===== src/rtl/blake2s_sched.sv =====
// BLAKE2s compression scheduler: counts block bytes, maintains the byte
// counter t and final flag f, then sequences h-init, the round/G-step
// schedule, finalize and hash-byte output.
// Optional overrun detection on err_o: define BLAKE2S_SCHED_ERR_EN.
module blake2s_sched #(
   parameter int NB_ROUNDS   = 10,
   parameter int NB_STEPS    = 8,
   parameter int BLOCK_BYTES = 64
) (
   input  logic        clk,
   input  logic        reset,
   input  logic        data_v_i,
   input  logic [5:0]  data_idx_i,
   input  logic        block_first_i,
   input  logic        block_last_i,
   input  logic [5:0]  kk_i,
   input  logic [5:0]  nn_i,
   input  logic [63:0] ll_i,
   output logic        ready_v_o,
   output logic        init_o,
   output logic        comp_v_o,
   output logic [3:0]  round_o,
   output logic [2:0]  step_o,
   output logic [63:0] t_o,
   output logic        f_o,
   output logic        fin_o,
   output logic        hash_v_o,
   output logic [4:0]  hash_idx_o,
   output logic        err_o
);

   typedef enum logic [2:0] {
      S_IDLE, S_LOAD, S_INIT, S_COMP, S_FIN, S_OUT
   } state_t;

   state_t      state;
   logic        last_q;     // latched block_last of the block in flight
   logic [5:0]  hash_cnt;   // number of digest bytes to emit, clamped to 32

   logic        in_load;
   logic        blk_done;

   assign in_load  = (state == S_IDLE) || (state == S_LOAD);
   assign blk_done = in_load && data_v_i && (data_idx_i == 6'd63);

   // Main sequencer: all state and outputs registered, pulses default low.
   always_ff @(posedge clk) begin
      if (reset) begin
         state      <= S_IDLE;
         last_q     <= 1'b0;
         hash_cnt   <= 6'd0;
         ready_v_o  <= 1'b1;
         init_o     <= 1'b0;
         comp_v_o   <= 1'b0;
         round_o    <= 4'd0;
         step_o     <= 3'd0;
         t_o        <= 64'd0;
         f_o        <= 1'b0;
         fin_o      <= 1'b0;
         hash_v_o   <= 1'b0;
         hash_idx_o <= 5'd0;
      end else begin
         init_o <= 1'b0;
         fin_o  <= 1'b0;
         case (state)
            S_IDLE, S_LOAD: begin
               if (blk_done) begin
                  last_q    <= block_last_i;
                  f_o       <= block_last_i;
                  ready_v_o <= 1'b0;
                  // Last block carries the whole message length (plus the key block).
                  if (block_last_i)
                     t_o <= ll_i + ((kk_i != 6'd0) ? 64'(BLOCK_BYTES) : 64'd0);
                  else
                     t_o <= t_o + 64'(BLOCK_BYTES);
                  if (block_first_i) begin
                     state  <= S_INIT;
                     init_o <= 1'b1;
                  end else begin
                     state    <= S_COMP;
                     comp_v_o <= 1'b1;
                  end
               end else if (data_v_i && state == S_IDLE) begin
                  state <= S_LOAD;
               end
            end
            S_INIT: begin
               state    <= S_COMP;
               comp_v_o <= 1'b1;
            end
            S_COMP: begin
               if (step_o == 3'(NB_STEPS - 1)) begin
                  step_o <= 3'd0;
                  if (round_o == 4'(NB_ROUNDS - 1)) begin
                     round_o  <= 4'd0;
                     comp_v_o <= 1'b0;
                     fin_o    <= 1'b1;
                     state    <= S_FIN;
                  end else begin
                     round_o <= round_o + 4'd1;
                  end
               end else begin
                  step_o <= step_o + 3'd1;
               end
            end
            S_FIN: begin
               if (last_q && nn_i != 6'd0) begin
                  state      <= S_OUT;
                  hash_v_o   <= 1'b1;
                  hash_idx_o <= 5'd0;
                  hash_cnt   <= (nn_i > 6'd32) ? 6'd32 : nn_i;
               end else begin
                  state     <= S_IDLE;
                  ready_v_o <= 1'b1;
               end
            end
            S_OUT: begin
               if ({1'b0, hash_idx_o} == hash_cnt - 6'd1) begin
                  hash_v_o   <= 1'b0;
                  hash_idx_o <= 5'd0;
                  t_o        <= 64'd0;
                  state      <= S_IDLE;
                  ready_v_o  <= 1'b1;
               end else begin
                  hash_idx_o <= hash_idx_o + 5'd1;
               end
            end
            default: begin
               state     <= S_IDLE;
               ready_v_o <= 1'b1;
               comp_v_o  <= 1'b0;
               hash_v_o  <= 1'b0;
            end
         endcase
      end
   end

`ifdef BLAKE2S_SCHED_ERR_EN
   // Sticky overrun: a byte offered while the scheduler is busy.
   always_ff @(posedge clk) begin
      if (reset)
         err_o <= 1'b0;
      else if (data_v_i && !ready_v_o)
         err_o <= 1'b1;
   end
`else
   assign err_o = 1'b0;
`endif

endmodule


===== config.mk =====
export PLATFORM = sky130hd
export DESIGN_NAME = blake2s_sched
export DESIGN_NICKNAME = d
export VERILOG_FILES = /design/src/rtl/blake2s_sched.sv
export SDC_FILE = /design/constraint.sdc
export NUM_CORES = 1
export LEC_CHECK = 0
export CAP_MARGIN = 20
export CORE_MARGIN = 1
export CORE_UTILIZATION = 51
export CTS_CLUSTER_DIAMETER = 40
export CTS_CLUSTER_SIZE = 30
export DETAILED_ROUTE_END_ITERATION = 8
export PLACE_DENSITY = 0.81
export SLEW_MARGIN = 15
export SYNTH_ARGS = -nofsm -noshare
export SYNTH_HDL_FRONTEND = slang
export SYNTH_SLANG_ARGS = --single-unit

===== constraint.sdc =====
create_clock -name clk -period 3.04 [get_ports clk]
set_input_delay 0.608 -clock clk [delete_from_list [all_inputs] [get_ports clk]]
set_output_delay 0.608 -clock clk [all_outputs]
set_load 0.05 [all_outputs]

==> summary.md, run 1 <==
| Metric | Value |
|---|---|
| Outcome | `finished clean` |
| Worst Hold Depth | `1` |
| Post-synthesis sequential area ratio | `0.252` |
| CTS buffer count | `9` |
| Startpoint Class | `primary input` |
| Reg2reg end | `t_o[51]$_SDFFE_PP0P_` |
| First-pass GRT wire length | `43,200 um` |
| Mapped cell area | `between 7000 and 8000 sq um` |
| Vias in the first global route | `~8,200` |
| Die X-Extent | `between 100 and 150 um` |
| CP max FO | `5` |
| Root buf cell | `clkbuf_16` |
| Critical path class | `primary input to register` |
| Critical R2R Launch | `hash_cnt[0]$_SDFFE_PP0P_` |
| Critical Path Start | `kk_i[2]` |
| Filler cells | `roughly 1,200` |
| Largest net degree at the start of global routing | `66` |
| Placer Congestion | `0.979` |
| Dpl hpwl | `~21,000 um` |
| Post-CTS Setup Bufs | `0` |
| Initial DRC count | `between 1,000 and 1,500` |
| Synthesized net count | `approximately 1,000` |
| Area growth syn-to-layout | `37.8%` |
| H-tree depth | `3` |
| RSZ-0062 raised after global routing | `no` |
| Synth async-reset ratio | `0` |
| Vias/cell | `between 6 and 7` |
| IO Pins | `between 150 and 200` |
| Antenna-violating nets left | `0` |
| Die area | `between 10,000 and 15,000 sq um` |
| Power per cell area | `roughly 280 nW/um^2` |
| Min-Delay Endpoint | `t_o[3]$_SDFFE_PP0P_` |
| Gr usage total | `0.379` |
| Worst Slack Setup Final | `about 0.24 ns` |
| CORE AREA | `about 14,000 sq um` |
| Final WL | `about 28,000 um` |
| Post-synthesis area per instance | `around 7.7 sq um` |
| Synth warn | `0` |
| Total power | `2.84 mW` |
| Worst Reg-to-Reg Cells | `10` |
| Top_reg_cell synth | `dfxtp_1` |
| Post-place setup slack | `-0.118 ns` |
| Worst endpoint required time | `~3.3 ns` |
| Fin crit period | `about 2.8 ns` |
| Crit end category | `register` |
| Slew Limit Headroom | `0.470` |
| Hold path start | `t_o[3]$_SDFFE_PP0P_` |
| ANT cells | `0` |
| Largest cells by area after synthesis | `dfxtp_1, nand3_1, nand4_1` |
| DR WL/cell | `between 20 and 25 um` |
| Max Cap Violations | `0` |
| Initial antenna violation count | `0` |
| Flops & latches, synth | `91` |
| Synth top area share | `0.252` |
| Setup Skew | `just over 0.003 ns` |
| Worst-Margin Slew | `0.788 ns` |
| Fin crit share | `0.923` |
| DRC | `0` |
| Global route overflow | `0` |
| Longest Clk Path Bufs | `2` |
| Max Freq | `357 MHz` |
| Worst min-delay path class | `register to register` |
| Clk pin slew, worst setup/hold paths | `about 0.070 ns` |
| Area leader, netlist | `dfxtp_1` |
| DR vias | `around 9,000` |
| Worst VDD drop | `244 uV` |
| I/O Buffers | `168` |
| Pre-Repair DR Iteration Count | `7` |
| Final setup vio count | `0` |
| # rows | `43` |
| Reg2Reg Setup Slack | `roughly 0.30 ns` |
| Arr. time, crit path | `3.07 ns` |
| Sink Count | `between 90 and 100` |
| Share of cells above drive strength 1 | `0.142` |
| Initial core utilization | `0.521` |
| Final #Nets | `roughly 1,300` |
| CTS tree | `built` |
| Final hold violation count | `0` |
| Pins over their slew limit | `0` |
| Lkg Pwr | `approximately 3.5 nW` |
| Post-Synthesis Cells | `938` |
| Number of synthesized flops with an enable pin | `0` |
| Synth cell types | `85` |
| Resize count post-CTS | `0` |
| Worst-Skew Late Latency | `0.35 ns` |
| Hold buffers post-CTS | `0` |
| Die H | `approximately 120 um` |
## cell families after synthesis
logic type | count (synthesis) | synth area share
and+or+nand+nor | 462 | 0.374
AOI/OAI and AO/OA | 230 | 0.225
DFF | 91 | 0.252
buffers and inverters | 76 | 0.0460
xor gates and xnor gates | 54 | 0.0654
muxes | 16 | 0.0227
adders and majority gates | 8 | 0.0138
other | 1 | 0.000519
## synthesized netlist by cell type, types with 12 or more instances
| cell type | instances |
|---|---|
| nor3_1 | 38 |
| xnor2_1 | 31 |
| a211o_1 | 12 |
| clkbuf_1 | 29 |
| o21ai_0 | 29 |
| and4_1 | 12 |
| nor2_1 | 67 |
| nand4_1 | 53 |
| nand2_1 | 87 |
| nand3_1 | 67 |
| a21oi_1 | 53 |
| o211ai_1 | 13 |
| dfxtp_1 | 91 |
| mux2i_1 | 13 |
| a31oi_1 | 15 |
| xor2_1 | 23 |
| inv_1 | 27 |
| and3_1 | 18 |
| nor4_1 | 29 |
| or4_1 | 12 |
## metrics by stage
step	instance area (sq um)	util	cells	setup TNS, ns	hold WS (ns)
6_report	9960	0.718	1353	0	0.481
5_1_grt	9960	0.718	1353	0	0.512
4_1_cts	9960	0.718	1353	0	0.485
3_5_place_dp	9650	0.695	1337	-0.468	0.465
3_3_place_gp	9650	0.695	1337	-0.165	0.461
2_1_floorplan	7230	-	938	0	0.450
## how the worst max path moves through the flow
| stage | cells past startpoint | slack [ns] | to |
|---|---|---|---|
| 2_1_floorplan | 8 | 0.37 | t_o[30]$_SDFFE_PP0P_ |
| 3_3_place_gp | 12 | -0.06 | t_o[50]$_SDFFE_PP0P_ |
| 3_5_place_dp | 12 | -0.12 | t_o[50]$_SDFFE_PP0P_ |
| 4_1_cts | 12 | 0.24 | t_o[50]$_SDFFE_PP0P_ |
| 5_1_grt | 12 | 0.02 | t_o[50]$_SDFFE_PP0P_ |
| 6_report | 12 | 0.24 | t_o[34]$_SDFFE_PP0P_ |
## sequential cells by signal, summed over array words and instances (netlist names)
register / count
round_o: 4
fin_o: 1
step_o: 3
hash_cnt: 6
init_o: 1
hash_v_o: 1
comp_v_o: 1
last_q: 1
t_o: 64
state: 3
hash_idx_o: 5
ready_v_o: 1
## area by class of cell
| type | instances | area, sq um | area share |
|---|---|---|---|
| clock inverters | 6 | 71.3 | 0.00716 |
| flip-flops and latches | 91 | 1820 | 0.183 |
| inverters | 29 | 109 | 0.0109 |
| multi-input cells | 771 | 5080 | 0.510 |
| clock buffers | 10 | 239 | 0.0240 |
| repair buffers | 266 | 2420 | 0.243 |
| well taps | 180 | 225 | 0.0226 |
## report_power, final
part | leakage [nW] | internal, mW | total (mW) | switching (mW)
Sequential | 0.733 | 1.20 | 1.21 | 0.0102
Combinational | 2.65 | 0.208 | 0.439 | 0.231
Clock | 0.146 | 0.668 | 1.19 | 0.522
Total | 3.53 | 2.07 | 2.84 | 0.764
## critical path: stages
cell,delay (ns)
clkdlybuf4s50_1,0.45
nor4_1,0.05
nand2_1,0.06
ha_1,0.21
buf_4,0.14
ha_1,0.13
nand3_1,0.16
or4_4,0.51
or3_1,0.32
nand3_1,0.09
o211ai_1,0.11
a221oi_2,0.23
## layout by cell type (no fill, tap or decap), types with 5 or more instances in the layout
cell type and instances:
nor4_2 6, a31oi_1 15, or3_1 11, o31a_1 7, a22o_1 8, a211oi_1 8, o21ai_0 29, nor3_1 38
nor4_1 29, nand4_2 7, nand3b_1 7, and3_1 18, o211ai_1 13, or4_1 12, nand2b_1 5, and2_1 6
nand2_1 87, nand3_1 67, nor4_4 6, o21ai_1 6, o22ai_1 8, buf_4 97, mux2i_1 13, a211o_1 12
o31ai_1 10, a21oi_1 53, nor2_1 67, xor2_1 23, inv_1 27, ha_1 8, xnor2_1 31, nand4_1 53
dfxtp_1 91, clkdlybuf4s50_1 166, and4_1 12, nor3_2 5, clkbuf_16 9
## routing by layer
metal	vias up	wire length [um]	track usage	share of wire
met2	609	12500	0.599	0.45
met4	0	1860	0.227	0.067
met3	152	2880	0.0639	0.10
li1	4106	-	-	-
met1	4231	10700	0.482	0.38
met5	-	0	0	0
Power figures use the tool's default switching activity.
==> inputs of run 2 (changes only) <==
Settings changed: CTS_CLUSTER_SIZE 30 to 16.
==> results of run 2 <==
The final DEF is identical to that of run 1; final timing and power are the same.
==> inputs of run 3 (changes only) <==
Settings changed: SLEW_MARGIN 15 to default.
Clock period 3.04 ns to 2.84 ns, I/O delays scaled along.
==> summary.md, run 3 (synthesized netlist as in run 1, its figures left out) <==
| Metric | Value |
|---|---|
| Worst min-delay path class | `register to register` |
| Setup Skew | `0.00855 ns (+0.00545 ns)` |
| Pre-Repair DR Iteration Count | `7 (unchanged)` |
| Final hold violation count | `0 (unchanged)` |
| Longest Clk Path Bufs | `2 (unchanged)` |
| Final setup vio count | `0 (unchanged)` |
| Critical path class | `primary input to register` |
| Reg2reg end | `t_o[11]$_SDFFE_PP0P_` |
| Filler cells | `1,106 (-5.6%)` |
| Die H | `121 um (unchanged)` |
| Commonest non-fill, non-tap cells in the layout | `clkdlybuf4s50_1, buf_4, dfxtp_1, nand2_1, nor2_1` |
| # rows | `43 (unchanged)` |
| Fin crit share | `0.964` |
| Die X-Extent | `121 um (unchanged)` |
| Max Freq | `~370 MHz` |
| WHS | `0.487 ns (+0.00532 ns)` |
| Pins over their slew limit | `0 (unchanged)` |
| Initial antenna violation count | `0 (unchanged)` |
| Global route overflow | `0 (unchanged)` |
| Startpoint Class | `primary input` |
| Largest regs | `t_o (64), hash_cnt (6), hash_idx_o (5)` |
| Final #Nets | `1,312 (+3.9%)` |
| Outcome | `finished clean` |
| CORE AREA | `13,900 sq um (unchanged)` |
| CTS tree | `built` |
| FF+latch area | `1820 sq um (unchanged)` |
| Largest net degree at the start of global routing | `27 (-59%)` |
| Initial DRC count | `1,196 (-0.17%)` |
| Total power | `3.03 mW (+7.0%)` |
| Crit end category | `register` |
| Hold path start | `step_o[2]$_SDFFE_PP0P_` |
| DR WL/cell | `20.5 um (-0.61%)` |
| Min-Delay Endpoint | `step_o[2]$_SDFFE_PP0P_` |
| Critical R2R Launch | `hash_cnt[0]$_SDFFE_PP0P_` |
| Antenna-violating nets left | `0 (unchanged)` |
| Worst endpoint required time | `3.08 ns (-0.22 ns)` |
| Lkg Pwr | `3.77 nW (+7.0%)` |
| Power per cell area | `293 nW/um^2 (+2.8%)` |
| H-tree depth | `3 (unchanged)` |
| ANT cells | `0 (unchanged)` |
| Initial core utilization | `0.521 (unchanged)` |
| Die area | `14,700 sq um (unchanged)` |
| Dpl hpwl | `21,700 um (+3.4%)` |
| Reg2Reg Setup Slack | `0.21 ns (-0.09 ns)` |
| Multi-input logic area | `5110 sq um (+0.67%)` |
| I/O Buffers | `168 (unchanged)` |
| DP Cell Count | `1,385 (+3.6%)` |
| Arr. time, crit path | `2.98 ns (-0.09 ns)` |
| DR vias | `9,249 (+1.7%)` |
| First-pass GRT wire length | `44,300 um (+2.5%)` |
| Share of cells above drive strength 1 | `0.181 (+0.0393)` |
| Placer Congestion | `1.02 (+4.6%)` |
| Final WL | `28,700 um (+3.0%)` |
| Slew Limit Headroom | `0.539 (+0.0694)` |
| Largest Register | `t_o` |
| Clk pin slew, worst setup/hold paths | `0.07 ns (about the same)` |
| Max reg flops | `64 (unchanged)` |
| Hold buffers post-CTS | `0 (unchanged)` |
| Gr usage total | `0.389 (+0.0103)` |
| Worst Hold Depth | `2 (+1)` |
| Sink Count | `91 (unchanged)` |
| Worst Reg-to-Reg Cells | `9 (-1)` |
| Area growth syn-to-layout | `43.4%` |
| CTS buffer count | `9 (unchanged)` |
| Vias in the first global route | `8,295 (+0.94%)` |
| Non-Filler Instances | `1,402 (+3.6%)` |
| DRC | `0 (unchanged)` |
| Worst VDD drop | `384 uV (+57%)` |
| Worst-Margin Slew | `0.689 ns (-0.0993 ns)` |
| Vias/cell | `6.60 (-1.9%)` |
| Max Cap Violations | `0 (unchanged)` |
| Commonest non-fill, non-tap cell in the layout | `clkdlybuf4s50_1` |
| Worst-Skew Late Latency | `0.35 ns (about the same)` |
| CP max FO | `5 (unchanged)` |
| Fin crit period | `roughly 2.7 ns` |
| IO Pins | `170 (unchanged)` |
| Root buf cell | `clkbuf_16` |
## run 3: cell types whose count changed in the layout (fill, tap and decap cells not counted), moves of 2 or more
cell	delta
a2111oi_0	-2
a2111oi_1	+2
buf_4	+47
ha_1	-2
ha_2	+2
nor4_1	-2
nor4_2	+2
## run 3: worst max path at each step
stage | startpoint | end | slack, ns | cells after the start
after CTS | kk_i[3] | t_o[22]$_SDFFE_PP0P_ | 0.06 | 13
final | kk_i[3] | t_o[33]$_SDFFE_PP0P_ | 0.10 | 11
after detailed placement | kk_i[3] | t_o[22]$_SDFFE_PP0P_ | -0.30 | 13
after floorplan | t_o[6]$_SDFFE_PP0P_ | t_o[30]$_SDFFE_PP0P_ | 0.17 | 8
after global placement | ll_i[30] | t_o[63]$_SDFFE_PP0P_ | -0.21 | 9
after global routing | kk_i[3] | t_o[24]$_SDFFE_PP0P_ | -0.03 | 12
## run 3: what timing repair did
action / CTS / global route
setup buffers: 0 / 1
endpoints found under the hold margin: 0 / 0
resized for setup: 0 / 10
setup endpoints to repair: 0 / 14
## run 3: metal layers
| layer | global-route usage | wire length (um) | vias to the layer above |
|---|---|---|---|
| met3 | 0.0536 | 2890 | 149 |
| li1 | - | - | 4204 |
| met1 | 0.522 | 11400 | 4261 |
| met4 | 0.210 | 1750 | 0 |
| met2 | 0.603 | 12700 | 635 |
| met5 | 0 | 0 | - |
## run 3: critical path: stages
cell and delay, ns:
clkdlybuf4s50_1 0.46, nor4_1 0.05, nand2_1 0.07, ha_2 0.19, buf_4 0.12, nand4_1 0.12, or4_1 0.64, nor3_1 0.29
xnor2_1 0.17, nor2_1 0.09, a211o_1 0.22
## run 3: power breakdown
part | internal (mW) | switching [mW] | leakage (nW)
combinational | 0.243 | 0.259 | 2.89
clock | 0.687 | 0.553 | 0.142
sequential | 1.28 | 0.0107 | 0.733
total | 2.21 | 0.822 | 3.77
## run 3: through the flow
step | utilization | TNS, ns | worst slack (ns) | instance area, sq um
after floorplan | - | 0 | 0.173 | 7230
after global placement | 0.722 | -3.90 | -0.211 | 10000
after detailed placement | 0.722 | -5.08 | -0.304 | 10000
after CTS | 0.744 | 0 | 0.0597 | 10300
after global routing | 0.747 | -0.160 | -0.0337 | 10400
final | 0.747 | 0 | 0.103 | 10400
## run 3: area by class of cell
type	count	share of cell area
Sequential cell	91	0.176
Inverter	29	0.0105
Clock inverter	7	0.00736
Timing Repair Buffer	315	0.270
Clock buffer	9	0.0217
Multi-Input combinational cell	771	0.493
Tap cell	180	0.0217
